`config.mk`:
```
export PLATFORM = sky130hd
export DESIGN_NAME = uart_rx
export DESIGN_NICKNAME = d
export VERILOG_FILES = /design/src/rtl/uart_rx.sv
export SDC_FILE = /design/constraint.sdc
export NUM_CORES = 1
export LEC_CHECK = 0
export ABC_AREA = 1
export BUFFER_PORTS_ARGS = -buffer_cell sky130_fd_sc_hd__buf_2
export CAP_MARGIN = 20
export CORE_MARGIN = 1.5
export CORE_UTILIZATION = 47
export CTS_BUF_LIST = sky130_fd_sc_hd__clkbuf_4 sky130_fd_sc_hd__clkbuf_8
export CTS_CLUSTER_DIAMETER = 100
export DETAILED_ROUTE_END_ITERATION = 10
export GPL_ROUTABILITY_DRIVEN = 0
export GPL_TIMING_DRIVEN = 0
export PLACE_DENSITY = 0.68
export SLEW_MARGIN = 20
export SYNTH_ARGS = -nofsm -noshare
export SYNTH_HDL_FRONTEND = slang
export SYNTH_SLANG_ARGS = --single-unit
```
`constraint.sdc`:
```
create_clock -name clk -period 2.6 [get_ports clk]
set_input_delay 0.26 -clock clk [delete_from_list [all_inputs] [get_ports clk]]
set_output_delay 0.26 -clock clk [all_outputs]
set_load 0.05 [all_outputs]
```
`src/rtl/uart_rx.sv`:
```
// Oversampled UART receiver: 2-flop rx synchronizer, mid-bit sampling, LSB-first data.
// Optional parity bit and parity_odd/parity_err ports under `define UART_RX_PARITY_EN.
module uart_rx #(
  parameter int OVERSAMPLE = 16,
  parameter int DATA_BITS  = 8
) (
  input  logic                 clk,
  input  logic                 arst,
  input  logic                 baud_tick,
  input  logic                 rx,
`ifdef UART_RX_PARITY_EN
  input  logic                 parity_odd,
  output logic                 parity_err,
`endif
  output logic [DATA_BITS-1:0] rx_data,
  output logic                 rx_valid,
  output logic                 frame_err,
  output logic                 busy
);

  localparam int CW = (OVERSAMPLE > 1) ? $clog2(OVERSAMPLE) : 1;
  localparam int BW = (DATA_BITS > 1) ? $clog2(DATA_BITS) : 1;
  localparam logic [CW-1:0] HALF  = CW'(OVERSAMPLE/2 - 1);
  localparam logic [CW-1:0] LAST  = CW'(OVERSAMPLE - 1);
  localparam logic [BW-1:0] BLAST = BW'(DATA_BITS - 1);

  typedef enum logic [2:0] {
    IDLE   = 3'd0,
    START  = 3'd1,
    DATA   = 3'd2,
`ifdef UART_RX_PARITY_EN
    PARITY = 3'd3,
`endif
    STOP   = 3'd4
  } state_t;

  state_t               state;
  logic                 rx_s1, rx_s2;
  logic [CW-1:0]        cnt;
  logic [BW-1:0]        bit_cnt;
  logic [DATA_BITS-1:0] shreg;
`ifdef UART_RX_PARITY_EN
  logic                 par_bit;
`endif

  logic wrap;
  assign wrap = baud_tick && (cnt == LAST);
  assign busy = (state != IDLE);

  always_ff @(posedge clk or posedge arst) begin
    if (arst) begin
      state     <= IDLE;
      rx_s1     <= 1'b1;
      rx_s2     <= 1'b1;
      cnt       <= '0;
      bit_cnt   <= '0;
      shreg     <= '0;
      rx_data   <= '0;
      rx_valid  <= 1'b0;
      frame_err <= 1'b0;
`ifdef UART_RX_PARITY_EN
      par_bit    <= 1'b0;
      parity_err <= 1'b0;
`endif
    end else begin
      rx_s1    <= rx;
      rx_s2    <= rx_s1;
      rx_valid <= 1'b0;
      case (state)
        // falling edge is seen without waiting for a tick
        IDLE: if (!rx_s2) begin
          state <= START;
          cnt   <= '0;
        end
        START: if (baud_tick) begin
          if (cnt == HALF) begin
            cnt     <= '0;
            bit_cnt <= '0;
            state   <= rx_s2 ? IDLE : DATA;
          end else begin
            cnt <= cnt + CW'(1);
          end
        end
        DATA: if (baud_tick) begin
          cnt <= wrap ? '0 : cnt + CW'(1);
          if (wrap) begin
            shreg   <= {rx_s2, shreg[DATA_BITS-1:1]};
            bit_cnt <= bit_cnt + BW'(1);
`ifdef UART_RX_PARITY_EN
            if (bit_cnt == BLAST) state <= PARITY;
`else
            if (bit_cnt == BLAST) state <= STOP;
`endif
          end
        end
`ifdef UART_RX_PARITY_EN
        PARITY: if (baud_tick) begin
          cnt <= wrap ? '0 : cnt + CW'(1);
          if (wrap) begin
            par_bit <= rx_s2;
            state   <= STOP;
          end
        end
`endif
        STOP: if (baud_tick) begin
          cnt <= wrap ? '0 : cnt + CW'(1);
          if (wrap) begin
            rx_data   <= shreg;
            frame_err <= ~rx_s2;
            rx_valid  <= 1'b1;
`ifdef UART_RX_PARITY_EN
            parity_err <= (^shreg) ^ par_bit ^ parity_odd;
`endif
            state     <= IDLE;
          end
        end
        default: state <= IDLE;
      endcase
    end
  end

endmodule

```
==> Yosys cells after proc, flatten, opt, wreduce, memory -nomap -nowiden <==
Index checks and enable logic that the tools add are counted.
W data, S select, Z words.
{ "classes": {"bitwise_logic": 1, "muxes": 24, "addsub": 2, "n_reduce_logical": 11, "eq_ne": 15} }
{ "op_table": {"columns": ["op", "count"], "rows": [
  ["$mux W3", 12],
  ["$mux W4", 5],
  ["$ne A2 B2 Y1 const B", 8],
  ["$pmux W3 S4", 1],
  ["$pmux W4 S3", 1],
  ["$reduce_and A8 Y1", 1],
  ["$eq A3 B3 Y1 const B", 2],
  ["$pmux W3 S2", 1],
  ["$reduce_and A3 Y1", 2],
  ["$reduce_bool A3 Y1", 2],
  ["$reduce_and A5 Y1", 1],
  ["$add A4 B1 Y4 const B", 1],
  ["$eq A4 B3 Y1 const B", 1],
  ["$eq A4 B4 Y1 const B", 1],
  ["$reduce_and A4 Y1", 1],
  ["$add A3 B1 Y3 const B", 1],
  ["$eq A3 B1 Y1 const B", 1],
  ["$eq A3 B2 Y1 const B", 1],
  ["$logic_not A3 Y1", 1],
  ["$mux W1", 3],
  ["$mux W2", 1],
  ["$ne A2 B1 Y1 const B", 1],
  ["$reduce_bool A2 Y1", 1],
  ["$reduce_or A2 Y1", 1],
  ["2 further kinds", 2]
]} }
{ "totals": {"register_bits": 30, "output_inout_bits": 11, "word_cells": 62, "in_bits": 4} }

==> Depth between registers and ports, before layout <==
Gate-level depths: netlist of the first run.
{ "logic_depth": {"depth_word": 5, "ltp_mapped": 10, "ltp_nobuf": 10} }

==> Worst setup path before layout of the first run <==
Ideal clock, no wire load.
{ "synth_path": {"path_type": "register to register", "startpoint": "register cnt[0]", "endpoint": "register rx_data[4]", "required_time_ns": 2.478, "path_slack_ns": 1.294, "stages_incl_launch_ff": 8, "setup_time_ns": 0.122, "arrival_time_ns": 1.183, "period_less_slack_ns": 1.306, "n_path_buf": 1, "cell_sequence": "dfrtp_1 -> ha_1 -> nand2_2 -> nor2_4 -> nand2_2 -> buf_6 -> nand2_1 -> o21ai_1"} }
{ "synth_between": {"elab_chain_cells": 3} }
{ "synth_lines": {"columns": ["element", "line", "source"], "rows": [
  ["start: declaration", "39", "logic [CW-1:0] cnt;"],
  ["start signal: assignment", "81", "cnt <= cnt + CW'(1);"],
  ["start signal: assignment", "85", "cnt <= wrap ? '0 : cnt + CW'(1);"],
  ["start signal: assignment", "106", "cnt <= wrap ? '0 : cnt + CW'(1);"],
  ["$eq A4 B4 Y1", "47", "assign wrap = baud_tick && (cnt == LAST);"],
  ["$logic_and A1 B1 Y1", "47", null],
  ["$reduce_and A3 Y1 (no line)", null, null],
  ["end signal: assignment", "108", "rx_data <= shreg;"],
  ["end: declaration", "15", "output logic [DATA_BITS-1:0] rx_data,"]
]} }
No other way between the ends.
A chain may end at the register's enable or synchronous reset.

==> Worst setup path in the final report of the first run <==
{ "layout_path": {"startpoint": "register state[1]", "endpoint": "output busy"} }
{ "layout_between": {"elab_chain_cells": 1} }
{ "layout_lines": {"columns": ["element", "line", "source"], "rows": [
  ["start: declaration", "37", "state_t state;"],
  ["start signal: assignment", "79", "state <= rx_s2 ? IDLE : DATA;"],
  ["$reduce_bool A3 Y1", "48", "assign busy = (state != IDLE);"],
  ["end: declaration", "18", "output logic busy"]
]} }
No other way between the ends.

==> results of run 1 <==
## final cells by class
class                           count  share of cell area
Tap cell                           31              0.0234
Clock buffer                        7              0.0354
Buffer                              3              0.0181
Sequential cell                    30               0.454
Timing Repair Buffer               16              0.0649
Clock inverter                      1             0.00302
Multi-Input combinational cell    117               0.347
Inverter                           24              0.0543
## cells in the final DEF, fill, tap and decap left out
cell	instances
sky130_fd_sc_hd__nand2_1	56
sky130_fd_sc_hd__dlygate4sd3_1	1
sky130_fd_sc_hd__nand2_2	4
sky130_fd_sc_hd__clkbuf_4	6
sky130_fd_sc_hd__a21oi_1	1
sky130_fd_sc_hd__nor2_1	8
sky130_fd_sc_hd__ha_1	3
sky130_fd_sc_hd__buf_2	14
sky130_fd_sc_hd__nor2_2	4
sky130_fd_sc_hd__nand3b_1	1
sky130_fd_sc_hd__o21ai_1	19
sky130_fd_sc_hd__inv_2	3
sky130_fd_sc_hd__dfrtp_1	28
sky130_fd_sc_hd__or2_2	1
sky130_fd_sc_hd__clkinv_2	1
sky130_fd_sc_hd__nand3_1	10
sky130_fd_sc_hd__nand4_1	4
sky130_fd_sc_hd__maj3_1	1
sky130_fd_sc_hd__o21ai_0	1
sky130_fd_sc_hd__inv_1	20
sky130_fd_sc_hd__buf_4	1
sky130_fd_sc_hd__clkbuf_8	1
sky130_fd_sc_hd__clkinv_1	1
sky130_fd_sc_hd__nand3_2	1
sky130_fd_sc_hd__dfstp_2	2
sky130_fd_sc_hd__nor2_4	2
sky130_fd_sc_hd__nand2_4	1
sky130_fd_sc_hd__buf_6	2
sky130_fd_sc_hd__buf_16	1
## routing by layer
metal / share of wire / global-route usage / routed length [um]
met1: 0.47 / 0.245 / 1260
met2: 0.48 / 0.303 / 1290
met3: 0.038 / 0.0527 / 102
met4: 0.011 / 0.0498 / 29
met5: 0 / 0 / 0
## final timing paths
kind | startpoint | to | cells past startpoint
worst max-delay path | state[1] | busy | 4
max in group asynchronous | arst | rx_s2 | 4
worst max register to register | cnt[0] | state[1] | 10
min in group asynchronous | arst | rx_data[4] | 3
worst min register to register | rx_s1 | rx_s2 | 0
worst min-delay path | rx | rx_s1 | 1
## sequential cells by signal, indices dropped and copies added (netlist names)
| name | cells |
|---|---|
| frame_err | 1 |
| rx_data | 8 |
| rx_s1 | 1 |
| rx_s2 | 1 |
| rx_valid | 1 |
| cnt | 4 |
| shreg | 8 |
| state | 3 |
| bit_cnt | 3 |
## critical path, delay by kind of cell, from the launching register on
family | cells | cell delay, ns
DFF | 1 | 0.38
buffers and inverters | 2 | 0.34
and+or+nand+nor | 2 | 0.19
## where the power goes
part	total, mW	internal (mW)	switching [mW]	leakage (nW)
sequential	0.572	0.516	0.0553	0.402
clock	0.292	0.141	0.151	0.0387
combinational	0.537	0.175	0.362	0.449
## timing repair
action                                 CTS  global route
hold buffers                             1             0
gates resized for setup                  0             0
endpoints found under the hold margin   11             0
## kinds of logic after synthesis
group | count (synthesis) | synth area share
flip-flops | 30 | 0.520
AO/OA/AOI/OAI | 21 | 0.0725
AND/OR/NAND/NOR | 92 | 0.292
adder cells (fa/ha/maj) | 4 | 0.0328
buffers and inverters | 27 | 0.0829
==> parameters.txt, run 1 <==
Parameter                              Value

Placement
  DPL Wire Length    ~2000 um
  Post-place setup slack    about 1.1 ns
  Port Buffers    14
  Instance area after placement    ~1600 um^2
  Placed cells    220

STA
  Summed negative setup slack over all endpoints    0 ns
  Slew at the pin closest to its max-slew limit    between 0.5 and 0.6 ns
  Final-report max-slew violation count    0
  RSZ-0062 raised after global routing    false
  Final worst path period share    0.578
  Worst setup margin    around 1.1 ns
  Fin crit period    1.50 ns
  Final hold slack    0.0441 ns
  Fin Clk Skew    0.0114 ns
  Headroom to the max-slew limit    0.637
  Count of endpoints failing hold in the final timing report    0
  Highest attainable clock frequency    approximately 670 MHz
  Final setup violation count    0

CTS
  H-tree levels    2
  CTS root buf    sky130_fd_sc_hd__clkbuf_4
  Post-CTS clock slew at the launch and capture registers of the worst setup and hold paths    around 0.10 ns
  TritonCTS clock tree    done
  Number of post-CTS setup repair buffers    0
  Clk sinks    30
  Clock buffer count from CTS    5
  Source-to-sink clock delay at the later pin of the worst-skew pair    0.32 ns
  Buffer levels on the longest clock path    2

Floorplan
  Chip height    approximately 59 um
  Floorplan die area    between 3000 and 4000 um^2
  Area inside the core boundary    2830 um^2
  Initial standard-cell utilization of the core    0.512
  Number of top-level design ports    15
  Placement Rows    19
  Die width    about 60 um

Synth
  Share of synthesized flip-flops with an asynchronous set or reset    1.00
  Biggest area contributors in the synthesized netlist    sky130_fd_sc_hd__dfrtp_1 (48%), sky130_fd_sc_hd__nand2_1 (15%), sky130_fd_sc_hd__o21ai_1 (6.6%)
  Summed instance area of the synthesized netlist    roughly 1400 um^2
  Syn Inst Count    ~170
  Sequential-to-total area share from yosys stat    0.520
  List of most frequent post-synthesis cells    sky130_fd_sc_hd__nand2_1 (56), sky130_fd_sc_hd__dfrtp_1 (28), sky130_fd_sc_hd__inv_1 (20)
  Most repeated cell in the gate-level netlist after synthesis    sky130_fd_sc_hd__nand2_1
  Number of enable flip-flop cells after synthesis    0
  Top cell type's share of synthesized area    0.484
  Count of different cell masters after synthesis    23
  Yosys warnings    0
  Net count after synthesis    181
  #FFs+latches synth    30
  Synthesized area per cell    around 8.3 um^2
  Library cell with the largest summed area after synthesis    sky130_fd_sc_hd__dfrtp_1
  Synth Flop Type    sky130_fd_sc_hd__dfrtp_1

Final layout
  Multi-input gate area in the final layout    roughly 580 um^2
  Final standard cell area without fillers    around 1700 um^2
  Number of standard cells in the layout, taps in and fillers out    about 230
  Antenna cells    0
  Combined flip-flop and latch cell area    753 um^2
  Number of fillers in the final layout    259
  Area grow syn2layout    14.5%
  Post-layout net count    a little over 200
  Share of the core filled with cells    0.586
  Share of cells above drive strength 1    0.222

Worst setup path
  CP Class    flip-flop to primary output
  Worst setup EP type    primary output
  Worst path cell trace    buf_6, nor2_2, nand2_1, buf_2
  Worst-path fanout max    8
  R2r setup slk    between 1 and 1.5 ns
  Cell type of the slowest stage on the worst timing path    sky130_fd_sc_hd__dfrtp_1
  Required time at the endpoint of the critical path    ~2.3 ns
  Kind of start point of the critical path    flip-flop
  Crit-path max cell delay    0.38 ns
  Data arrival time of the worst path    between 1 and 1.5 ns

Pwr
  Total power after layout    1.40 mW
  Power density over the cells    between 800 and 900 nW/um^2
  Worst IR Drop VDD    0.430 mV
  Total leakage power    between 0.8 and 0.9 nW

Drt
  Average detailed-routed wire length per instance    approximately 12 um
  Post-detailed-route count of antenna-violating nets    0
  Number of search-and-repair iterations in the first detailed-routing pass    6
  Total detailed-routing wirelength    2680 um
  Number of DRC violations after detailed routing    0
  Vias per cell    5.11
  Total number of vias    approximately 1,200
  Drt initial violations    71

Job
  Number of violations of the max-capacitance limit    0

Global route
  First-pass GRT wire length    about 4800 um
  Largest net degree at the start of global routing    20
  GRT overflow    0
  Number of global-route vias before repair    between 1,000 and 1,500
  All-layer global routing usage    0.186
  Number of antenna violations at the first check in global routing    0

Hold path
  Type of the tightest min-delay check    input port to flip-flop

Status
  Outcome    completed
Note: power is estimated with default switching activity, not from simulation.
==> inputs of run 2 (changes only) <==
==> constraint.sdc (replaced) <==
create_clock -name clk -period 1.6 [get_ports clk]
set_input_delay 0.16 -clock clk [delete_from_list [all_inputs] [get_ports clk]]
set_output_delay 0.16 -clock clk [all_outputs]
set_load 0.05 [all_outputs]
==> run 2 against run 1 <==
Critical path depth increased by 4. Non-clock buffer count increased by 2. Final cell count increased by 0.87%. Flip-flop and latch count unchanged. Combinational power increased by 70%. Cell area increased by 1.4%. Critical path type is now flip-flop to flip-flop. Clock skew about the same. Critical endpoint is now bit_cnt[0]. Die area unchanged. Global-route usage unchanged.
==> parameters.txt, run 2 (synthesis results as in run 1) <==
Parameter                              Value

Status
  Outcome    completed (unchanged)

Worst setup path
  Worst setup EP type    flip-flop (was primary output)
  Crit-path max cell delay    0.42 ns (was 0.38 ns)
  Kind of start point of the critical path    flip-flop (unchanged)
  Cell type group with the largest total delay on the critical path    flip-flops (unchanged)
  Data arrival time of the worst path    1.70 ns (was 1.24 ns)
  Startpoint of the worst register-to-register path    cnt[0] (unchanged)
  Worst-path fanout max    6 (was 8)
  Cell type of the slowest stage on the worst timing path    sky130_fd_sc_hd__dfrtp_1 (unchanged)
  Worst path bufs/invs    1 (was 2)
  R2r setup slk    0.12 ns (was 1.12 ns)
  Depth of the worst register-to-register path    8 (was 10)
  Reg-to-reg endpoint    bit_cnt[0] (was state[1])
  Worst path cell trace    ha_1, nand2_2, clkinv_1, nand2_1, o21ai_1, nand2_2, nand2_1, o21ai_1 (was buf_6, nor2_2, nand2_1, buf_2)
  Required time at the endpoint of the critical path    1.81 ns (was 2.34 ns)
  CP Class    flip-flop to flip-flop (was flip-flop to primary output)

Final layout
  Top flop regs    rx_data: 8 flops, shreg: 8 flops, cnt: 4 flops (unchanged)
  Most common cell after layout, fill and taps aside    sky130_fd_sc_hd__nand2_1 (unchanged)
  Area grow syn2layout    16.1% (was 14.5%)
  Post-layout net count    206 (was 204)
  Share of cells above drive strength 1    0.225 (was 0.222)
  Leading cell types in the layout, fill and taps excluded    sky130_fd_sc_hd__nand2_1 (56), sky130_fd_sc_hd__dfrtp_1 (28), sky130_fd_sc_hd__inv_1 (20) (unchanged)
  Final standard cell area without fillers    1680 um^2 (was 1660 um^2)
  Antenna cells    0 (unchanged)

CTS
  Post-CTS clock slew at the launch and capture registers of the worst setup and hold paths    0.10 ns (about the same)
  Clock buffer count from CTS    5 (unchanged)
  H-tree levels    2 (unchanged)
  Buffer levels on the longest clock path    2 (unchanged)
  TritonCTS clock tree    done (unchanged)
  CTS root buf    sky130_fd_sc_hd__clkbuf_4 (unchanged)
  Clk sinks    30 (unchanged)
  Source-to-sink clock delay at the later pin of the worst-skew pair    0.32 ns (about the same)

STA
  Count of endpoints failing hold in the final timing report    0 (unchanged)
  Highest attainable clock frequency    approximately 670 MHz
  Worst setup margin    0.118 ns (was 1.10 ns)
  Fin Clk Skew    0.0113 ns (was 0.0114 ns)
  Final setup violation count    0 (unchanged)
  Final hold slack    0.266 ns (was 0.0441 ns)
  Final worst path period share    0.926
  Headroom to the max-slew limit    0.635 (was 0.637)
  Slew at the pin closest to its max-slew limit    0.546 ns (was 0.544 ns)
  Fin crit period    around 1.5 ns
  Final-report max-slew violation count    0 (unchanged)

Floorplan
  Placement Rows    19 (unchanged)
  Chip height    58.5 um (unchanged)
  Die width    58.5 um (unchanged)
  Area inside the core boundary    2830 um^2 (unchanged)
  Floorplan die area    3420 um^2 (unchanged)
  Initial standard-cell utilization of the core    0.512 (unchanged)
  Number of top-level design ports    15 (unchanged)

Pwr
  Total power after layout    2.32 mW (was 1.40 mW)
  Worst IR Drop VDD    0.719 mV (was 0.430 mV)
  Power density over the cells    1380 nW/um^2 (was 844 nW/um^2)
  Total leakage power    0.900 nW (was 0.889 nW)

Hold path
  Type of the tightest min-delay check    input port to flip-flop (unchanged)
  Start point of the worst hold path    baud_tick (was rx)
  Worst hold stages    4 (was 1)
  Sink of the worst hold path    state[0] (was rx_s1)

Placement
  DPL Wire Length    1950 um (unchanged)
  Post-place setup slack    0.110 ns (was 1.11 ns)
  Port Buffers    14 (unchanged)
  Instance area after placement    1590 um^2 (unchanged)

Global route
  Largest net degree at the start of global routing    20 (unchanged)
  First-pass GRT wire length    4810 um (unchanged)
  GRT overflow    0 (unchanged)
  All-layer global routing usage    0.186 (unchanged)
  Number of global-route vias before repair    1,127 (unchanged)
  Number of antenna violations at the first check in global routing    0 (unchanged)

Drt
  Total detailed-routing wirelength    2700 um (was 2680 um)
  Vias per cell    5.07 (was 5.11)
  Number of search-and-repair iterations in the first detailed-routing pass    4 (was 6)
  Number of DRC violations after detailed routing    0 (unchanged)
  Average detailed-routed wire length per instance    11.7 um (about the same)
  Post-detailed-route count of antenna-violating nets    0 (unchanged)
  Total number of vias    1,172 (was 1,171)
  Drt initial violations    66 (was 71)

Job
  Number of violations of the max-capacitance limit    0 (unchanged)
-- run 2: cell types whose count changed in the layout (fill, tap and decap cells not counted) --
cell	previous run	this run
sky130_fd_sc_hd__nor2_4	2	3
sky130_fd_sc_hd__buf_4	1	2
sky130_fd_sc_hd__nor2_2	4	3
sky130_fd_sc_hd__dlygate4sd3_1	1	2
-- run 2: power by group --
part | leakage, nW | internal [mW] | total [mW] | switching (mW)
Sequential | 0.402 | 0.839 | 0.930 | 0.0905
Clock | 0.0387 | 0.230 | 0.475 | 0.245
Combinational | 0.459 | 0.308 | 0.911 | 0.603
-- run 2: tightest hold or removal path, cell delays in order --
cell                      delay (ns)
sky130_fd_sc_hd__buf_2          0.12
sky130_fd_sc_hd__inv_1          0.09
sky130_fd_sc_hd__o21ai_1        0.12
sky130_fd_sc_hd__nand2_1        0.08
-- run 2: how the worst max path moves through the flow --
| stage | startpoint | to | slack [ns] | cells past startpoint |
|---|---|---|---|---|
| after floorplan | cnt[0] | rx_data[4] | 0.29 | 7 |
| final | cnt[0] | bit_cnt[0] | 0.12 | 8 |
| after global placement | cnt[0] | rx_data[4] | 0.14 | 7 |
| after CTS | cnt[0] | rx_data[4] | 0.12 | 7 |
| after detailed placement | cnt[0] | rx_data[4] | 0.11 | 7 |
| after global routing | cnt[0] | state[1] | -0.002 | 10 |
-- run 2: metal layers --
metal  track usage  up-vias  share of wire
li1              -      595              -
met1         0.245      554           0.47
met2         0.303       19           0.48
met3        0.0527        4          0.037
met4        0.0498        0          0.011
met5             0        -              0
-- run 2: cell type report --
| class | instances | area, um^2 |
|---|---|---|
| Buffer | 3 | 30.0 |
| Clock buffer | 7 | 58.8 |
| Clock inverter | 1 | 5.00 |
| Fill cell | 256 | 1150 |
| Inverter | 24 | 90.1 |
| Multi-Input combinational cell | 117 | 581 |
| Sequential cell | 30 | 753 |
| Tap cell | 31 | 38.8 |
| Timing Repair Buffer | 18 | 125 |
-- run 2: what timing repair did --
item	4_1_cts	5_1_grt
setup buffers	0	1
gates resized for setup	0	1
setup endpoints to repair	0	1
hold endpoints to repair	12	0
hold buffers	2	0
-- run 2: per-stage QoR --
step           setup TNS [ns]  utilization  instances
6_report                    0        0.594        231
5_1_grt              -0.00188        0.594        231
4_1_cts                     0        0.590        230
3_5_place_dp                0        0.560        220
3_3_place_gp                0        0.551        219
2_1_floorplan               0            -        174
==> inputs of run 3 (changes only) <==
==> constraint.sdc (replaced) <==
create_clock -name clk -period 1.4 [get_ports clk]
set_input_delay 0.14 -clock clk [delete_from_list [all_inputs] [get_ports clk]]
set_output_delay 0.14 -clock clk [all_outputs]
set_load 0.05 [all_outputs]
==> run 3 against run 2 <==
Total power rose by 24%. Utilization rose by 4.3 points. Sequential power rose by 14%.
==> parameters.txt, run 3 (synthesis results as in run 1) <==
Parameter                              Value

Drt
  Number of search-and-repair iterations in the first detailed-routing pass    4 (unchanged)
  Average detailed-routed wire length per instance    11.9 um (was 11.7 um)
  Number of DRC violations after detailed routing    0 (unchanged)
  Total detailed-routing wirelength    2830 um (was 2700 um)
  Post-detailed-route count of antenna-violating nets    0 (unchanged)
  Total number of vias    1,208 (was 1,172)
  Drt initial violations    77 (was 66)
  Vias per cell    5.08 (was 5.07)

Worst setup path
  Data arrival time of the worst path    1.61 ns (was 1.70 ns)
  CP Class    flip-flop to flip-flop (unchanged)
  Required time at the endpoint of the critical path    1.66 ns (was 1.81 ns)
  Worst-path fanout max    6 (unchanged)
  R2r setup slk    0.05 ns (was 0.12 ns)
  Reg-to-reg endpoint    state[0] (was bit_cnt[0])
  Worst setup EP type    flip-flop (unchanged)
  Number of cells on the critical path    8 (unchanged)
  Critical Path Sink    state[0] (was bit_cnt[0])
  Cell type of the slowest stage on the worst timing path    sky130_fd_sc_hd__dfrtp_1 (unchanged)
  Cell type group with the largest total delay on the critical path    simple AND/OR/NAND/NOR gates (was flip-flops)
  Depth of the worst register-to-register path    8 (unchanged)
  Crit-path max cell delay    0.48 ns (was 0.42 ns)
  Startpoint of the worst register-to-register path    state[2] (was cnt[0])
  Worst path cell trace    inv_2, nand2_1, nand2_2, nor2_4, nor2_4, buf_4, nand3b_1, nand2_1 (was ha_1, nand2_2, clkinv_1, nand2_1, o21ai_1, nand2_2, nand2_1, o21ai_1)
  Kind of start point of the critical path    flip-flop (unchanged)
  Worst path bufs/invs    2 (was 1)
  Worst setup path startpoint    state[2] (was cnt[0])

Floorplan
  Chip height    58.5 um (unchanged)
  Die width    58.5 um (unchanged)
  Number of top-level design ports    15 (unchanged)
  Area inside the core boundary    2830 um^2 (unchanged)
  Placement Rows    19 (unchanged)
  Floorplan die area    3420 um^2 (unchanged)
  Initial standard-cell utilization of the core    0.512 (unchanged)

STA
  Final worst path period share    0.966 (was 0.926)
  Headroom to the max-slew limit    0.638 (was 0.635)
  Highest attainable clock frequency    739 MHz (was 675 MHz)
  Fin Clk Skew    0.0105 ns (was 0.0113 ns)
  Final-report max-slew violation count    0 (unchanged)
  Final setup violation count    0 (unchanged)
  Slew at the pin closest to its max-slew limit    0.543 ns (was 0.546 ns)
  RSZ-0062 raised after global routing    true
  Count of endpoints failing hold in the final timing report    0 (unchanged)
  Final hold slack    0.249 ns (was 0.266 ns)
  Fin crit period    1.35 ns (was 1.48 ns)

Global route
  GRT overflow    0 (unchanged)
  Largest net degree at the start of global routing    20 (unchanged)
  Number of global-route vias before repair    1,154 (was 1,127)
  First-pass GRT wire length    4860 um (was 4810 um)
  Number of antenna violations at the first check in global routing    0 (unchanged)
  All-layer global routing usage    0.188 (was 0.186)

Final layout
  Area grow syn2layout    24.4% (was 16.1%)
  Antenna cells    0 (unchanged)
  Top flop regs    rx_data: 8 flops, shreg: 8 flops, cnt: 4 flops (unchanged)
  Leading cell types in the layout, fill and taps excluded    sky130_fd_sc_hd__nand2_1 (52), sky130_fd_sc_hd__dfrtp_1 (27), sky130_fd_sc_hd__o21ai_1 (19) (was sky130_fd_sc_hd__nand2_1 (56), sky130_fd_sc_hd__dfrtp_1 (28), sky130_fd_sc_hd__inv_1 (20))
  Post-layout net count    213 (was 206)
  Share of cells above drive strength 1    0.304 (was 0.225)
  Most common cell after layout, fill and taps aside    sky130_fd_sc_hd__nand2_1 (unchanged)

Job
  Number of violations of the max-capacitance limit    0 (unchanged)

CTS
  Source-to-sink clock delay at the later pin of the worst-skew pair    0.32 ns (about the same)
  Clock buffer count from CTS    5 (unchanged)
  CTS root buf    sky130_fd_sc_hd__clkbuf_4 (unchanged)
  Buffer levels on the longest clock path    2 (unchanged)
  Clk sinks    30 (unchanged)
  H-tree levels    2 (unchanged)
  Post-CTS clock slew at the launch and capture registers of the worst setup and hold paths    0.09 ns (was 0.10 ns)
  TritonCTS clock tree    done (unchanged)

Pwr
  Total power after layout    2.86 mW (was 2.32 mW)
  Total leakage power    0.959 nW (was 0.900 nW)
  Power density over the cells    1590 nW/um^2 (was 1380 nW/um^2)
  Worst IR Drop VDD    0.847 mV (was 0.719 mV)

Placement
  Port Buffers    14 (unchanged)
  DPL Wire Length    1950 um (unchanged)

Hold path
  Type of the tightest min-delay check    input port to flip-flop (unchanged)

Status
  Outcome    completed (unchanged)
==> run 3: cell types whose count changed in the layout (fill, tap and decap cells not counted), sizes merged <==
| cell | before | now |
|---|---|---|
| buf | 19 | 26 |
==> run 3: through the flow <==
step / std cells / TNS (ns) / worst slack (ns) / area (um^2) / util
after global routing: 238 / -0.209 / -0.0436 / 1800 / 0.637
after CTS: 232 / 0 / 0.00738 / 1700 / 0.601
final: 238 / 0 / 0.0475 / 1800 / 0.637
after global placement: 219 / -0.411 / -0.0610 / 1560 / 0.551
after detailed placement: 220 / -0.757 / -0.0896 / 1590 / 0.560
after floorplan: 174 / 0 / 0.0941 / 1450 / -
==> run 3: worst min-delay path by stage <==
stage | start | endpoint | cells after the start
3_3_place_gp | rx | rx_s1 | 1
6_report | baud_tick | state[0] | 4
2_1_floorplan | rx | rx_s1 | 0
3_5_place_dp | arst | rx_data[4] | 2
4_1_cts | baud_tick | state[0] | 4
5_1_grt | baud_tick | state[0] | 4
==> run 3: layout make-up <==
type | instances | area [um^2]
Fill cell | 245 | 1030
Sequential cell | 30 | 754
Multi-Input combinational cell | 117 | 622
Timing Repair Buffer | 25 | 200
Inverter | 24 | 90.1
Clock buffer | 7 | 58.8
Tap cell | 31 | 38.8
Buffer | 3 | 33.8
Clock inverter | 1 | 5.00
==> run 3: power by group <==
group          internal (mW)  switching (mW)
clock network          0.263           0.275
registers              0.962          0.0981
logic                  0.483           0.781
total                   1.71            1.15
==> run 3: tightest hold or removal path, stage by stage <==
cell	delay, ns
sky130_fd_sc_hd__buf_2	0.12
sky130_fd_sc_hd__inv_1	0.10
sky130_fd_sc_hd__o21ai_2	0.10
sky130_fd_sc_hd__nand2_1	0.07
==> run 3: repair_timing <==
item / CTS / global route
resized for setup: 4 / 18
hold endpoints to repair: 12 / 0
pin swaps: 0 / 6
setup endpoints to repair: 18 / 24
setup buffers: 2 / 6
hold buffers: 2 / 0
==> run 3: layer usage <==
metal,routed length [um],GRT usage,share of wire,vias up
met1,1330,0.240,0.47,571
met5,0,0,0,-
met3,91,0.0527,0.032,2
met4,10,0.0598,0.0035,0
met2,1390,0.311,0.49,22
li1,-,-,-,613
